<file path="config.mk">
export PLATFORM = sky130hd
export DESIGN_NAME = alu_operand_loader
export DESIGN_NICKNAME = d
export VERILOG_FILES = /design/src/rtl/alu_operand_loader.sv
export SDC_FILE = /design/constraint.sdc
export NUM_CORES = 1
export LEC_CHECK = 0
export CORE_UTILIZATION = 52
export CTS_CLUSTER_DIAMETER = 60
export DETAILED_ROUTE_END_ITERATION = 8
export HOLD_SLACK_MARGIN = 0.1
export PLACE_DENSITY = 0.89
export REMOVE_ABC_BUFFERS = 1
export SYNTH_ARGS = -nofsm -noshare
export SYNTH_HDL_FRONTEND = slang
export SYNTH_SLANG_ARGS = --single-unit
</file>
<file path="constraint.sdc">
create_clock -name clk -period 3.9 [get_ports clk]
set_clock_uncertainty 0.15 [all_clocks]
set_input_delay 0.585 -clock clk [delete_from_list [all_inputs] [get_ports clk]]
set_output_delay 0.585 -clock clk [all_outputs]
set_load 0.02 [all_outputs]
</file>
<file path="src/rtl/alu_operand_loader.sv">
// Operand-entry stage ahead of the ALU. Two raw push-buttons are synchronized
// and debounced into single-cycle press events; those events step a small FSM
// that captures operand A, operand B and the opcode from a shared switch bank.
//
// Button conditioner: 2-flop synchronizer, stability counter, and a
// single-cycle press pulse on each accepted 0->1 level change.
module alu_operand_loader_btn #(
    parameter int DEBOUNCE_CYCLES = 16
) (
    input  logic clk,
    input  logic rst_n,
    input  logic btn,
    output logic press
);
    localparam int CW = $clog2(DEBOUNCE_CYCLES + 1);
    localparam logic [CW-1:0] CNT_LAST = CW'(DEBOUNCE_CYCLES - 1);

    logic          sync_1;
    logic          sync_2;
    logic          level;
    logic [CW-1:0] cnt;

    // Synchronize, then accept a new level only after DEBOUNCE_CYCLES
    // consecutive cycles of disagreement; press fires with a rising accept.
    always_ff @(posedge clk or negedge rst_n) begin
        if (!rst_n) begin
            sync_1 <= 1'b0;
            sync_2 <= 1'b0;
            level  <= 1'b0;
            cnt    <= '0;
            press  <= 1'b0;
        end else begin
            sync_1 <= btn;
            sync_2 <= sync_1;
            press  <= 1'b0;
            if (sync_2 != level) begin
                if (cnt == CNT_LAST) begin
                    level <= sync_2;
                    cnt   <= '0;
                    press <= sync_2;
                end else begin
                    cnt <= cnt + 1'b1;
                end
            end else begin
                cnt <= '0;
            end
        end
    end
endmodule

// state   | meaning
// WAIT_A  | next load captures operand A
// WAIT_B  | next load captures operand B
// WAIT_OP | next load captures the opcode
// READY   | operands and opcode held for the ALU; next load starts over at A
module alu_operand_loader #(
    parameter int DATA_WIDTH      = 8,
    parameter int DEBOUNCE_CYCLES = 16
) (
    input  logic                  clk,
    input  logic                  rst_n,
    input  logic [DATA_WIDTH-1:0] sw_data,
    input  logic [2:0]            sw_opcode,
    input  logic                  btn_load,
    input  logic                  btn_clear,
    output logic [DATA_WIDTH-1:0] portA,
    output logic [DATA_WIDTH-1:0] portB,
    output logic [2:0]            opcode,
    output logic                  operands_valid,
    output logic                  exec_pulse,
    output logic [1:0]            load_state
);
    typedef enum logic [1:0] {
        WAIT_A  = 2'b00,
        WAIT_B  = 2'b01,
        WAIT_OP = 2'b10,
        READY   = 2'b11
    } state_t;

    state_t state_q;
    state_t state_next;
    logic   load_evt;
    logic   clear_evt;
    logic   cap_a;
    logic   cap_b;
    logic   cap_op;
    logic   clr;

    alu_operand_loader_btn #(.DEBOUNCE_CYCLES(DEBOUNCE_CYCLES)) u_btn_load (
        .clk   (clk),
        .rst_n (rst_n),
        .btn   (btn_load),
        .press (load_evt)
    );

    alu_operand_loader_btn #(.DEBOUNCE_CYCLES(DEBOUNCE_CYCLES)) u_btn_clear (
        .clk   (clk),
        .rst_n (rst_n),
        .btn   (btn_clear),
        .press (clear_evt)
    );

    // State register.
    always_ff @(posedge clk or negedge rst_n) begin
        if (!rst_n) begin
            state_q <= WAIT_A;
        end else begin
            state_q <= state_next;
        end
    end

    // Next state and capture strobes; clear overrides a simultaneous load.
    always_comb begin
        state_next = state_q;
        cap_a      = 1'b0;
        cap_b      = 1'b0;
        cap_op     = 1'b0;
        clr        = 1'b0;
        if (clear_evt) begin
            clr        = 1'b1;
            state_next = WAIT_A;
        end else if (load_evt) begin
            case (state_q)
                WAIT_A: begin
                    cap_a      = 1'b1;
                    state_next = WAIT_B;
                end
                WAIT_B: begin
                    cap_b      = 1'b1;
                    state_next = WAIT_OP;
                end
                WAIT_OP: begin
                    cap_op     = 1'b1;
                    state_next = READY;
                end
                default: begin
                    cap_a      = 1'b1;
                    state_next = WAIT_B;
                end
            endcase
        end
    end

    // Held operand registers and the one-cycle pulse on entry into READY.
    always_ff @(posedge clk or negedge rst_n) begin
        if (!rst_n) begin
            portA      <= '0;
            portB      <= '0;
            opcode     <= '0;
            exec_pulse <= 1'b0;
        end else begin
            exec_pulse <= (state_next == READY) && (state_q != READY);
            if (clr) begin
                portA  <= '0;
                portB  <= '0;
                opcode <= '0;
            end else begin
                if (cap_a)  portA  <= sw_data;
                if (cap_b)  portB  <= sw_data;
                if (cap_op) opcode <= sw_opcode;
            end
        end
    end

    assign operands_valid = (state_q == READY);
    assign load_state     = state_q;
endmodule

</file>
==> results of run 1 <==
[critical path: cells and delay by family (launching register included)]
| family | cells | cell delay [ns] |
|---|---|---|
| adder cells (fa/ha/maj) | 1 | 0.19 |
| buffers and inverters | 1 | 0.60 |
| flip-flops | 1 | 0.44 |
[state kept, by name, indices dropped and copies added (netlist names)]
signal,flops
exec_pulse,1
load_state,2
opcode,3
portA,8
portB,8
u_btn_clear.cnt,5
u_btn_clear.level,1
u_btn_clear.press,1
u_btn_clear.sync_1,1
u_btn_clear.sync_2,1
u_btn_load.cnt,5
u_btn_load.level,1
u_btn_load.press,1
u_btn_load.sync_1,1
u_btn_load.sync_2,1
[final cells by class]
class / instances / area (µm²) / area share
clock buffers: 8 / 58.81 / 0.02903
inverters: 4 / 15.01 / 0.007412
multi-input cells: 100 / 546.8 / 0.2699
flip-flops and latches: 40 / 1001 / 0.4941
well taps: 31 / 38.79 / 0.01915
repair buffers: 37 / 365.4 / 0.1804
[worst paths after layout]
path	from	to	slack, ns	cells past startpoint
min reg2reg	u_btn_clear.sync_1$_DFF_PN0_	u_btn_clear.sync_2$_DFF_PN0_	0.21	0
max reg2reg	load_state[0]$_DFF_PN0_	exec_pulse$_DFF_PN0_	2.31	5
max	load_state[1]$_DFF_PN0_	operands_valid	1.60	2
max in group asynchronous	rst_n	opcode[0]$_DFFE_PN0P_	2.88	1
min	rst_n	load_state[0]$_DFF_PN0_	0.19	1
min in group clk	u_btn_clear.sync_1$_DFF_PN0_	u_btn_clear.sync_2$_DFF_PN0_	0.21	0
[metal layers]
layer  vias up  GRT usage  wire length [µm]
met1       572     0.2469              1290
met4         0     0.1185                65
met3         9    0.06349               191
li1        564          -                 -
met2        43     0.3422              1565
met5         -          0                 0
[report_power, final]
part | switching [µW] | internal (µW)
logic | 17.4 | 18.1
registers | 5.21 | 422
clock network | 125 | 89.1
total | 147 | 529
[cells in the mapped netlist]
library cell	n	share of area
nor4b_1	2	0.011
ha_1	5	0.039
and2_4	2	0.011
dfrtp_1	40	0.62
nand3_1	7	0.022
inv_1	4	0.0093
nand2_1	38	0.089
nor3_2	2	0.012
nor2_1	10	0.023
a21oi_1	19	0.059
mux2_2	2	0.014
and3b_1	1	0.0055
and2_1	2	0.0078
buf_2	2	0.0062
and3_1	2	0.0078
buf_6	3	0.021
xor2_1	6	0.033
o21ai_0	2	0.0062
[through the flow]
| step | total power (µW) | std cells |
|---|---|---|
| detailed placement | 471.1 | 212 |
| global placement | 468.8 | 212 |
| floorplan | 444.4 | 144 |
| global route | 709.3 | 220 |
| CTS | 685.5 | 220 |
| finish | 676.6 | 220 |
[kinds of logic after synthesis]
logic type | Yosys count | share of synthesized area
AND/OR/NAND/NOR | 66 | 0.1893
flip-flops | 40 | 0.6231
AO/OA/AOI/OAI | 21 | 0.06542
buffers and inverters | 9 | 0.03660
XOR/XNOR | 6 | 0.03271
adder cells (fa/ha/maj) | 5 | 0.03894
multiplexers | 2 | 0.01402
==> run summary, run 1 <==
endpoints failing setup -> 0
Routed Antenna Nets -> 0
Worst Path Required -> 3.16 ns
Via-to-Cell Ratio -> 5.400
Yosys cell types -> 18
Setup WS pre-CTS -> 1.981 ns
Die X-Extent -> 57.59 µm
hold buffers post-CTS -> 0
Leakage -> 0.0009703 µW
IO Count -> 38
commonest cells after routing, fill and taps aside -> dfrtp_1 (40), nand2_1 (38), clkdlybuf4s50_1 (36)
final instance area -> 2026 µm²
power density over the cells -> 334.0 nW/µm²
nets -> 208
clock slew at reported path FFs -> 0.11 ns
Max IR drop VDD -> 237.6 µV
CTS tree -> yes
sequential fraction of the synthesis area -> 0.6231
CTS buffer count -> 5
setup ws final -> 1.603 ns
max-slew violation count -> 0
vias in the first global route -> 1212
DRT Pass-1 Iters -> 6
status -> finished with violations
Tot GR Track Use -> 0.2098
Max-slew headroom -> 0.4379
max cap viols -> 0
commonest non-fill, non-tap cell in the layout -> dfrtp_1
core footprint -> 2853 µm²
gpl congestion -> 0.8175
WS Path Type -> register to output port
CTS Root Cell -> clkbuf_4
Final Hold Fails -> 0
actual slew at the worst max-slew pin -> 0.8432 ns
maximum clock rate -> 435.4 MHz
Gate Count Post-Synth -> 149
clock buffer depth -> 2
Final min period -> 2.297 ns
Remaining DRCs -> 7
Setup crit end kind -> output port
Routed WL -> 3112 µm
Post-Syn Area -> 1607 µm²
layout cells sized above 1 -> 0.06878
initial core utilization -> 0.5632
initial antenna violation count -> 0
H-tree levels -> 2
HP Class -> input pin to asynchronous set/reset pin
DIE AREA -> 3316 µm²
Worst path max stage delay -> 0.60 ns
1st-iter DRT viols -> 52
Area Overhead vs Synth -> 26.09%
Worst-Skew Late Latency -> 0.33 ns
crit-path cells -> ha_1, clkdlybuf4s50_1
Mean Syn Cell Area -> 10.78 µm²
crit path launch type -> register
post-DP HPWL -> 2279 µm
CP Max Fanout -> 5
Fillers -> 198
Post-CTS Resized -> 0
failing checks -> design-rule violations
port bufs -> 37
slowest CP cell -> clkdlybuf4s50_1
Fin Hold WS -> 0.1882 ns
Arr. time, crit path -> 1.56 ns
register bit count reported by yosys -> 40
global-route wire length before repair -> 5188 µm
vias -> 1188
# diodes -> 0
WL/cell -> 14.15 µm
Yosys warning count -> 0
clk sinks -> 40
Post-Route Setup TNS -> 0 ns
Area after DPL -> 1967 µm²
period utilization -> 0.5889
Die H -> 57.59 µm
largest net degree at the start of global routing -> 41
RSZ-0062 raised after global routing -> false
# Post-CTS Setup Buffers -> 0
grt total ovfl -> 0
row count -> 19
fin util -> 0.7101
No activity file was read; power rests on OpenSTA's default activity.
==> inputs of run 2 (changes only) <==
Settings changed: CORE_UTILIZATION 52 to 48, PLACE_DENSITY 0.89 to 0.83.
Clock period 3.9 ns to 2.2 ns, I/O delays scaled along.
==> run summary, run 2 (synthesized netlist as in run 1, its figures left out) <==
Arr. time, crit path -> 1.58 ns (+0.02 ns)
Remaining DRCs -> 0 (-7)
Tot GR Track Use -> 0.2075 (-0.002242)
Reg2Reg Launch Point -> load_state[0]$_DFF_PN0_
Die H -> 59.85 µm (+3.9%)
net switching power -> 261.9 µW (+78%)
initial antenna violation count -> 0 (unchanged)
sw frac -> 0.2255 (+0.007727)
vias in the first global route -> 1218 (+0.50%)
met2 Usage GRT -> 0.3762 (+0.03400)
Max IR drop VDD -> 322.3 µV (+36%)
H-tree levels -> 2 (unchanged)
setup ws final -> 0.1402 ns (-1.463 ns)
commonest non-fill, non-tap cell in the layout -> dfrtp_1
clk sinks -> 40 (unchanged)
status -> completed
HP Class -> register to register
Worst path max stage delay -> 0.61 ns (about the same)
power density over the cells -> 567.3 nW/µm² (+70%)
Die X-Extent -> 59.85 µm (+3.9%)
Fin Hold WS -> 0.2084 ns (+0.02026 ns)
# Post-CTS Setup Buffers -> 0 (unchanged)
Worst-Skew Late Latency -> 0.34 ns (about the same)
actual slew at the worst max-slew pin -> 0.8548 ns (+0.01163 ns)
post-DP HPWL -> 2342 µm (+2.7%)
Hold Path Stages -> 0
biggest regs -> portA (8), portB (8)
commonest cells after routing, fill and taps aside -> dfrtp_1 (40), nand2_1 (38), clkdlybuf4s50_1 (36)
nets -> 210 (+0.96%)
Post-Route Setup TNS -> 0 ns (unchanged)
sequential share of power -> 0.653 (+0.022)
GR Util met3 -> 0.04762 (-0.01587)
Hold Crit Endpoint -> u_btn_clear.sync_2$_DFF_PN0_
grt total ovfl -> 0 (unchanged)
clock buffer depth -> 2 (unchanged)
flop-to-flop setup slack -> 0.64 ns (-1.67 ns)
Routed Antenna Nets -> 0 (unchanged)
maximum clock rate -> 485.5 MHz
gr busiest metal -> met2
Worst Path Required -> 1.72 ns (-1.44 ns)
Setup WS pre-CTS -> 0.5232 ns (-1.458 ns)
global-route wire length before repair -> 5382 µm (+3.7%)
met1 Usage GRT -> 0.2381 (-0.008837)
buffers and inverters on the worst path -> 1 (unchanged)
Post-CTS Resized -> 0 (unchanged)
row count -> 20 (+1)
Via-to-Cell Ratio -> 5.124 (-5.1%)
initial core utilization -> 0.5177 (-0.04542)
Leakage -> 0.0009755 µW (+0.53%)
crit path launch type -> register
DRT Pass-1 Iters -> 5 (-1)
WL/cell -> 13.91 µm (-1.6%)
Clk network pwr share -> 0.292 (-0.024)
largest net degree at the start of global routing -> 41 (unchanged)
Max-slew headroom -> 0.4301 (-0.007755)
slowest CP cell -> clkdlybuf4s50_1
cell-internal power -> 899.4 µW (+70%)
core footprint -> 3103 µm² (+8.8%)
period utilization -> 0.9363
Area Overhead vs Synth -> 27.41%
IO Count -> 38 (unchanged)
CP Max Fanout -> 5 (unchanged)
RSZ-0062 raised after global routing -> false
Crit path max-delay family -> buffers and inverters
final instance area -> 2047 µm² (+1.1%)
WS Path Type -> register to output port
clock slew at reported path FFs -> 0.11 ns (about the same)
R2R depth -> 5 (unchanged)
max-slew violation count -> 0 (unchanged)
Final min period -> 2.060 ns
layout cells sized above 1 -> 0.07368 (+0.004901)
CTS buffer count -> 5 (unchanged)
Final Hold Fails -> 0 (unchanged)
CTS Root Cell -> clkbuf_4
Comb pwr share -> 0.056 (+0.004)
DIE AREA -> 3582 µm² (+8.0%)
Routed WL -> 3256 µm (+4.6%)
HP Start -> u_btn_clear.sync_1$_DFF_PN0_
vias -> 1199 (+0.93%)
FF-to-FF End -> exec_pulse$_DFF_PN0_
gpl congestion -> 0.8334 (+1.9%)
Setup crit end kind -> output port
Area after DPL -> 1991 µm² (+1.2%)
CTS tree -> yes
# diodes -> 0 (unchanged)
crit-path cells -> ha_1, clkdlybuf4s50_1
Total Power -> 1161 µW (+72%)
1st-iter DRT viols -> 70 (+35%)
endpoints failing setup -> 0 (unchanged)
max cap viols -> 0 (unchanged)
port bufs -> 37 (unchanged)
Fillers -> 250 (+26%)
[run 2: changes by cell type in the layout (fill, tap and decap cells not counted), sizes merged]
cell,change
clkinv,+1
clkbuf,-2
buf,+1
dlygate4sd3,+1
[run 2: stage by stage]
step | util | std cells
finish | 0.6597 | 234
detailed placement | 0.6415 | 226
global route | 0.6597 | 234
floorplan | - | 144
CTS | 0.6597 | 234
global placement | 0.6415 | 226
[run 2: power by group through the flow]
stage                     clock [µW]  sequential, µW  combinational (µW)
after floorplan                    0             770                17.4
after global placement             0             770                61.1
after detailed placement           0             772                64.3
after CTS                        351             758                66.0
after global routing             373             760                74.5
final                            339             758                65.0
[run 2: worst reg2reg max path: stages, from the launching register on]
cell and delay (ns):
dfrtp_1 0.43, inv_1 0.07, ha_1 0.30, and2_4 0.20, nor3_2 0.18, and3b_1 0.18
[run 2: worst max-delay path by stage]
| stage | start | end | cells past startpoint |
|---|---|---|---|
| 6_report | load_state[1]$_DFF_PN0_ | operands_valid | 2 |
| 5_1_grt | load_state[1]$_DFF_PN0_ | operands_valid | 2 |
| 4_1_cts | load_state[1]$_DFF_PN0_ | operands_valid | 2 |
| 3_5_place_dp | load_state[1]$_DFF_PN0_ | operands_valid | 2 |
| 3_3_place_gp | load_state[0]$_DFF_PN0_ | operands_valid | 2 |
| 2_1_floorplan | load_state[0]$_DFF_PN0_ | exec_pulse$_DFF_PN0_ | 5 |
[run 2: per-layer routing]
| metal | routed length, µm | up-vias |
|---|---|---|
| li1 | - | 566 |
| met2 | 1698 | 53 |
| met3 | 212 | 4 |
| met4 | 22 | 0 |
| met1 | 1323 | 576 |
| met5 | 0 | - |
[run 2: final cells by class]
class,count,area (µm²),share of cell area
multi-input cells,100,546.8,0.2671
well taps,44,55.05,0.02689
repair buffers,39,382.9,0.1870
clock inverters,1,5.005,0.002445
flip-flops and latches,40,1001,0.4890
inverters,4,15.01,0.007335
clock buffers,6,41.29,0.02017
[run 2: repair_timing]
item,in CTS,in global routing
endpoints found under the setup margin,0,0
hold buffers,1,0
endpoints found under the hold margin,40,0
